### src/rtl/ifetch.sv
// Instruction fetch unit: walks a PC, issues one word read at a time and
// pushes the returned instruction into the instruction queue.
// Optional build macro ICACHE_EN adds a 16-entry direct-mapped instruction cache.
module ifetch #(
  parameter logic [31:0] RESET_PC = 32'h0
) (
  input  logic        clk,
  input  logic        rst,
  input  logic        rdy,
  input  logic        full,
  output logic        inst_rdy,
  output logic [31:0] inst,
  output logic [31:0] pc_out,
  input  logic        jump,
  input  logic [31:0] jump_pc,
  output logic        mem_req,
  output logic [31:0] mem_addr,
  input  logic        mem_done,
  input  logic [31:0] mem_data
);

  localparam int unsigned XLEN  = 32;
  localparam int unsigned IDX_W = 4;
  localparam int unsigned LINES = 16;
  localparam int unsigned TAG_W = 26;

  typedef enum logic {
    S_IDLE = 1'b0,
    S_WAIT = 1'b1
  } state_t;

  state_t          state, state_d;
  logic [XLEN-1:0] pc, pc_d;
  logic            drop, drop_d;
  logic            inst_rdy_d;
  logic [XLEN-1:0] inst_d;
  logic [XLEN-1:0] pc_out_d;
  logic            mem_req_d;
  logic [XLEN-1:0] mem_addr_d;

  logic            hit_c;
  logic [XLEN-1:0] hit_word_c;

`ifdef ICACHE_EN
  logic [LINES-1:0] valid;
  logic [TAG_W-1:0] tag_mem  [LINES];
  logic [XLEN-1:0]  data_mem [LINES];
  logic [IDX_W-1:0] rd_idx_c;
  logic [IDX_W-1:0] wr_idx_c;
  logic             fill_c;

  // Lookup uses the current PC; fills use the address of the outstanding read.
  assign rd_idx_c   = pc[5:2];
  assign wr_idx_c   = mem_addr[5:2];
  assign fill_c     = rdy && (state == S_WAIT) && mem_done;
  assign hit_c      = valid[rd_idx_c] && (tag_mem[rd_idx_c] == pc[31:6]);
  assign hit_word_c = data_mem[rd_idx_c];

  // Valid bits: cleared by reset, set on every completed read (dropped ones too).
  always_ff @(posedge clk or negedge rst) begin
    if (!rst) begin
      valid <= '0;
    end else if (fill_c) begin
      valid[wr_idx_c] <= 1'b1;
    end
  end

  // Tag and data storage; no reset needed since valid bits gate every use.
  always_ff @(posedge clk) begin
    if (fill_c) begin
      tag_mem[wr_idx_c]  <= mem_addr[31:6];
      data_mem[wr_idx_c] <= mem_data;
    end
  end
`else
  assign hit_c      = 1'b0;
  assign hit_word_c = '0;
`endif

  // State and output registers.
  always_ff @(posedge clk or negedge rst) begin
    if (!rst) begin
      state    <= S_IDLE;
      pc       <= RESET_PC;
      drop     <= 1'b0;
      inst_rdy <= 1'b0;
      inst     <= '0;
      pc_out   <= '0;
      mem_req  <= 1'b0;
      mem_addr <= '0;
    end else begin
      state    <= state_d;
      pc       <= pc_d;
      drop     <= drop_d;
      inst_rdy <= inst_rdy_d;
      inst     <= inst_d;
      pc_out   <= pc_out_d;
      mem_req  <= mem_req_d;
      mem_addr <= mem_addr_d;
    end
  end

  // Next-state logic; everything holds while rdy is low except the inst_rdy pulse.
  always_comb begin
    state_d    = state;
    pc_d       = pc;
    drop_d     = drop;
    inst_rdy_d = 1'b0;
    inst_d     = inst;
    pc_out_d   = pc_out;
    mem_req_d  = mem_req;
    mem_addr_d = mem_addr;

    if (rdy) begin
      case (state)
        S_IDLE: begin
          if (jump) begin
            pc_d = jump_pc;
          end else if (!full) begin
            if (hit_c) begin
              inst_d     = hit_word_c;
              pc_out_d   = pc;
              inst_rdy_d = 1'b1;
              pc_d       = pc + XLEN'(4);
            end else begin
              mem_req_d  = 1'b1;
              mem_addr_d = pc;
              state_d    = S_WAIT;
            end
          end
        end
        S_WAIT: begin
          if (mem_done) begin
            mem_req_d = 1'b0;
            drop_d    = 1'b0;
            state_d   = S_IDLE;
            if (jump) begin
              pc_d = jump_pc;
            end else if (!drop) begin
              inst_d     = mem_data;
              pc_out_d   = pc;
              inst_rdy_d = 1'b1;
              pc_d       = pc + XLEN'(4);
            end
          end else if (jump) begin
            // Memory cannot abort: remember to discard the pending word.
            pc_d   = jump_pc;
            drop_d = 1'b1;
          end
        end
        default: state_d = S_IDLE;
      endcase
    end
  end

endmodule

### config.mk
export PLATFORM = sky130hd
export DESIGN_NAME = ifetch
export DESIGN_NICKNAME = d
export VERILOG_FILES = /design/src/rtl/ifetch.sv
export SDC_FILE = /design/constraint.sdc
export NUM_CORES = 1
export LEC_CHECK = 0
export BUFFER_PORTS_ARGS = -buffer_cell sky130_fd_sc_hd__buf_2
export CAP_MARGIN = 15
export CORE_MARGIN = 1.5
export CORE_UTILIZATION = 40
export CTS_CLUSTER_SIZE = 16
export DETAILED_ROUTE_END_ITERATION = 16
export HOLD_SLACK_MARGIN = 0.12
export SYNTH_ARGS = -nofsm -noshare
export SYNTH_HDL_FRONTEND = slang
export SYNTH_SLANG_ARGS = --single-unit
### constraint.sdc
create_clock -name clk -period 2.12 [get_ports clk]
set_input_delay 0.424 -clock clk [delete_from_list [all_inputs] [get_ports clk]]
set_output_delay 0.424 -clock clk [all_outputs]
set_load 0.03 [all_outputs]
# Word level (Yosys, flattened, before mapping)
# Cells that the tools add are included.
[word_totals]
output_inout_bits = 98
elab_cells = 52
in_bits = 70
ff_bits = 132
[classes]
add_sub_neg = 1
mux = 28
reduce_logical = 6
n_eq_ne = 6
bitwise_logic = 3
[op_table]
columns = ["op", "n"]
rows = [
  ["$mux W32", 12],
  ["$pmux W32 S2", 1],
  ["$add A32 B3 Y32 const B", 1],
  ["$mux W1", 12],
  ["$ne A2 B2 Y1 const B", 5],
  ["$reduce_and A4 Y1", 2],
  ["$pmux W1 S2", 3],
  ["$reduce_and A5 Y1", 1],
  ["$ne A4 B4 Y1 const B", 1],
  ["$not A1 Y1", 3],
  ["$reduce_and A3 Y1", 1],
  ["$reduce_and A2 Y1", 1],
  ["$reduce_bool A2 Y1", 1],
]

# Logic depth before layout (Yosys ltp)
[depth]
ltp_word = 5
ltp_mapped = 7
ltp_nobuf = 6

# Worst setup path before layout
# OpenSTA, ideal clock, no wires.
[synth_path]
kind = "register to register"
start = "register pc[2]"
end = "register pc[26]"
stages_incl_launch_ff = 7
setup_slack_ps = 340
path_buffers = 0
arrival_ps = 1698
synth_period_minus_slack_ps = 1780
required_time_ps = 2038
setup_ps = 82
cell_sequence = "dfrtp_1 -> ha_1 -> nand4_2 -> nor3_4 -> nand3_2 -> or3_1 -> a31oi_1"
[synth_between]
elab_chain_cells = 5
[synth_rtl]
columns = ["item", "line_no", "text"]
rows = [
  ["start, declared", "33", "logic [XLEN-1:0] pc, pc_d;"],
  ["start signal, assigned", "93", "pc <= pc_d;"],
  ["$add A32 B3 Y32", "143", "pc_d = pc + XLEN'(4);"],
  ["$mux W32", "139", "end else if (!drop) begin"],
  ["$mux W32", "137", "if (jump) begin"],
  ["$mux W32", "133", "if (mem_done) begin"],
  ["$pmux W32 S2", "115", "case (state)"],
]
# Every way passes these cells. The select of a mux whose other input is x is not followed.
# A chain may end at the register's enable or synchronous reset.

# Final worst setup path
[layout_path]
start = "register pc[3]"
end = "register pc[30]"
# Same word-level chain as after synthesis.

==> results.py <==
metrics = {
    "sta": {
        "worstMarginPinSlew_ps": 760.1,
        "setup_viol": 0,
        "max_freq_mhz": 521.4,
        "fin_tns_setup_ps": 0,
        "fin_skew_ps": 8.738,
        "slew-limit-headroom_pct": 49.14,
        "finalHoldViolCount": 0,
        "drv_slew": 0,
        "grt_setup_unrepaired": "no",
        "min_period_ps": 1918,
        "min_period_over_period_pct": 90.47,
        "setup_slack_ps": 202.1,
    },
    "logic_synthesis": {
        "synth_area_sq_um": 5849,
        "synth-edff-count": 0,
        "synthCells": 474,
        "ys_ff_latch": 132,
        "syn_area_per_cell_sq_um": 12.34,
        "async_flop_share_pct": 100.0,
        "synth_cell_type_count": 55,
        "yosysTopAreaCell": "dfrtp_1",
        "synthesis.nets": 545,
        "yosys-top-cells-area": "dfrtp_1 56%, mux2_2 18%, nand2_1 2.2%",
        "ys_seq_area_share_pct": 56.47,
        "yosysWarningCount": 0,
        "yosys_most_used_dff": "dfrtp_1",
        "synth_top_area_share_pct": 56.47,
    },
    "setup_path": {
        "startpoint_type": "flop",
        "worstPathCellList": "ha_1 -> nand4_2 -> nor2_1 -> nand4_1 -> or4_1 -> nand3_1",
        "crit_path_top_delay_cell": "or4_1",
        "cp_max_fo": 7,
        "critPathKind": "reg2reg",
        "critPathArrivalTime_ps": 2270,
        "worstSetupEndpointType": "flop",
        "max_stage_delay_ps": 450,
        "crit_required_ps": 2470,
    },
    "floorplan": {
        "rows": 44,
        "core_area_sq_um": 14420,
        "die_height_um": 123.9,
        "fp.dieW_um": 123.9,
        "die_area_sq_um": 15360,
        "top_level_ports": 168,
        "initial_core_util_pct": 40.55,
    },
    "min_path": {
        "min_path_type": "in2reg",
    },
    "clock_network": {
        "clock_latency_ps": 420,
        "cts.htree.levels": 4,
        "cts_inserted_buffers": 17,
        "ctsResizeCount": 0,
        "cts_sinks": 132,
        "clk_path_buf_depth": 2,
        "root_buffer": "clkbuf_16",
        "holdBufCountCts": 1,
        "cts_tree": "yes",
        "clkSlewWorstSetupHoldPaths_ps": 60,
        "post-cts-setup-buffer-count": 0,
    },
    "finish": {
        "layout_commonest_cell": "buf_2",
        "multi_input_area_sq_um": 2385,
        "final_core_util_pct": 53.50,
        "fillerInstances": 1286,
        "syn_to_final_growth_pct": 31.91,
        "nets": 738,
        "fin_area_sq_um": 7716,
        "drive_above_1_share_pct": 50.74,
        "regArea_sq_um": 3303,
        "layout_common_cells": "166 x buf_2, 132 x dfrtp_1, 96 x mux2_2",
    },
    "place": {
        "placed_cell_area_sq_um": 7077,
        "dp_hpwl_mm": 10.81,
        "place.port_buffers": 167,
        "place_ws_ps": 200.7,
        "place_congestion": 0.8837,
    },
    "drt": {
        "drt-wirelength-per-cell_um": 17.34,
        "drt_iter0_markers": 227,
        "dr.pass1.iters": 5,
        "drt.antenna.violating_nets": 0,
        "viasPerCell": 5.320,
        "drc_errors": 0,
        "vias": 4602,
        "wirelength_mm": 15.00,
    },
    "global_route": {
        "grt_pass1_vias": 4452,
        "grt_pass1_wl_mm": 23.15,
        "grt.overflow.total": 0,
        "antenna_found_initial": 1,
        "grt_usage_pct": 20.12,
        "grt_max_degree": 47,
    },
    "pwr": {
        "pwr_density_cell_nw_per_um2": 1418,
        "p_leak_nw": 3.629,
        "vdd_ir_drop_max_uv": 819.0,
    },
    "run_status": {
        "outcome": "completed",
    },
    "run": {
        "maxCapViolCount": 0,
    },
}
[path summary, 6_finish.rpt]
path                       startpoint        to  slack (ps)  cells past startpoint
min in group asynchronous         rst  inst[19]         500                      2
max reg2reg                     pc[3]    pc[30]         200                      6
max in group asynchronous         rst   mem_req        1000                      3
min                        jump_pc[0]     pc[0]         200                      3
min reg2reg                  inst[31]  inst[31]         500                      1
max                             pc[3]    pc[30]         200                      6
[where the power goes]
part	total (W)	leakage (nW)	internal, W	switching, W
Clock	0.00311	0.310	0.00205	0.00106
Combinational	0.00385	1.72	0.00136	0.00249
Sequential	0.00397	1.60	0.00342	0.000555
[per-layer routing]
layer / track usage (%) / vias to the layer above / part of all wire, %
li1: - / 2143 / -
met1: 27.18 / 2245 / 44
met2: 29.73 / 192 / 46
met3: 6.914 / 22 / 7.9
met4: 8.026 / 0 / 1.8
met5: 0 / - / 0
[cells in the mapped netlist (3+ instances only)]
library cell / n
o22ai_1: 13
nand2_1: 35
a31oi_1: 4
nand3_2: 3
o21ai_0: 19
clkbuf_1: 9
clkbuf_8: 3
o311ai_0: 3
nand3_1: 20
buf_2: 13
dfrtp_1: 132
mux2_2: 96
a22oi_1: 4
a21o_1: 3
nand4_1: 11
nor3_1: 6
nor2_1: 20
nor4_1: 6
a21oi_1: 22
inv_1: 7
[registers in the layout, summed over array words and instances (netlist names)]
signal,count
pc,32
inst,32
pc_out,32
drop,1
mem_addr,32
state,1
mem_req,1
inst_rdy,1
[worst max-delay path: cells and delay by family, from the launching register on]
family,cells,cell delay (ps)
DFF,1,350
adders and majority gates,1,250
and+or+nand+nor,5,1250
[layout make-up]
type | instances | share of cell area, %
timing repair buffer | 200 | 14.80
clock buffer | 22 | 6.146
inverter | 7 | 0.3405
multi-input combinational | 309 | 30.91
antenna | 1 | 0.03243
tap | 184 | 2.984
sequential | 132 | 42.81
clock inverter | 10 | 1.978
[stage by stage]
| stage | std cells | hold slack, ps | total power [W] |
|---|---|---|---|
| 2_1_floorplan | 474 | 128.4 | 0.006589 |
| 3_3_place_gp | 831 | 375.0 | 0.007799 |
| 3_5_place_dp | 831 | 386.2 | 0.007898 |
| 4_1_cts | 864 | 178.8 | 0.01105 |
| 5_1_grt | 865 | 187.1 | 0.01151 |
| 6_report | 865 | 200.0 | 0.01094 |
[kinds of logic after synthesis]
| group | synth area share, % |
|---|---|
| buffers and inverters | 2.973 |
| multiplexers | 18.82 |
| adder cells (fa/ha/maj) | 0.2139 |
| AND/OR/NAND/NOR | 12.30 |
| flip-flops | 56.47 |
| AO/OA/AOI/OAI | 9.219 |
(Power assumes the default switching activity.)
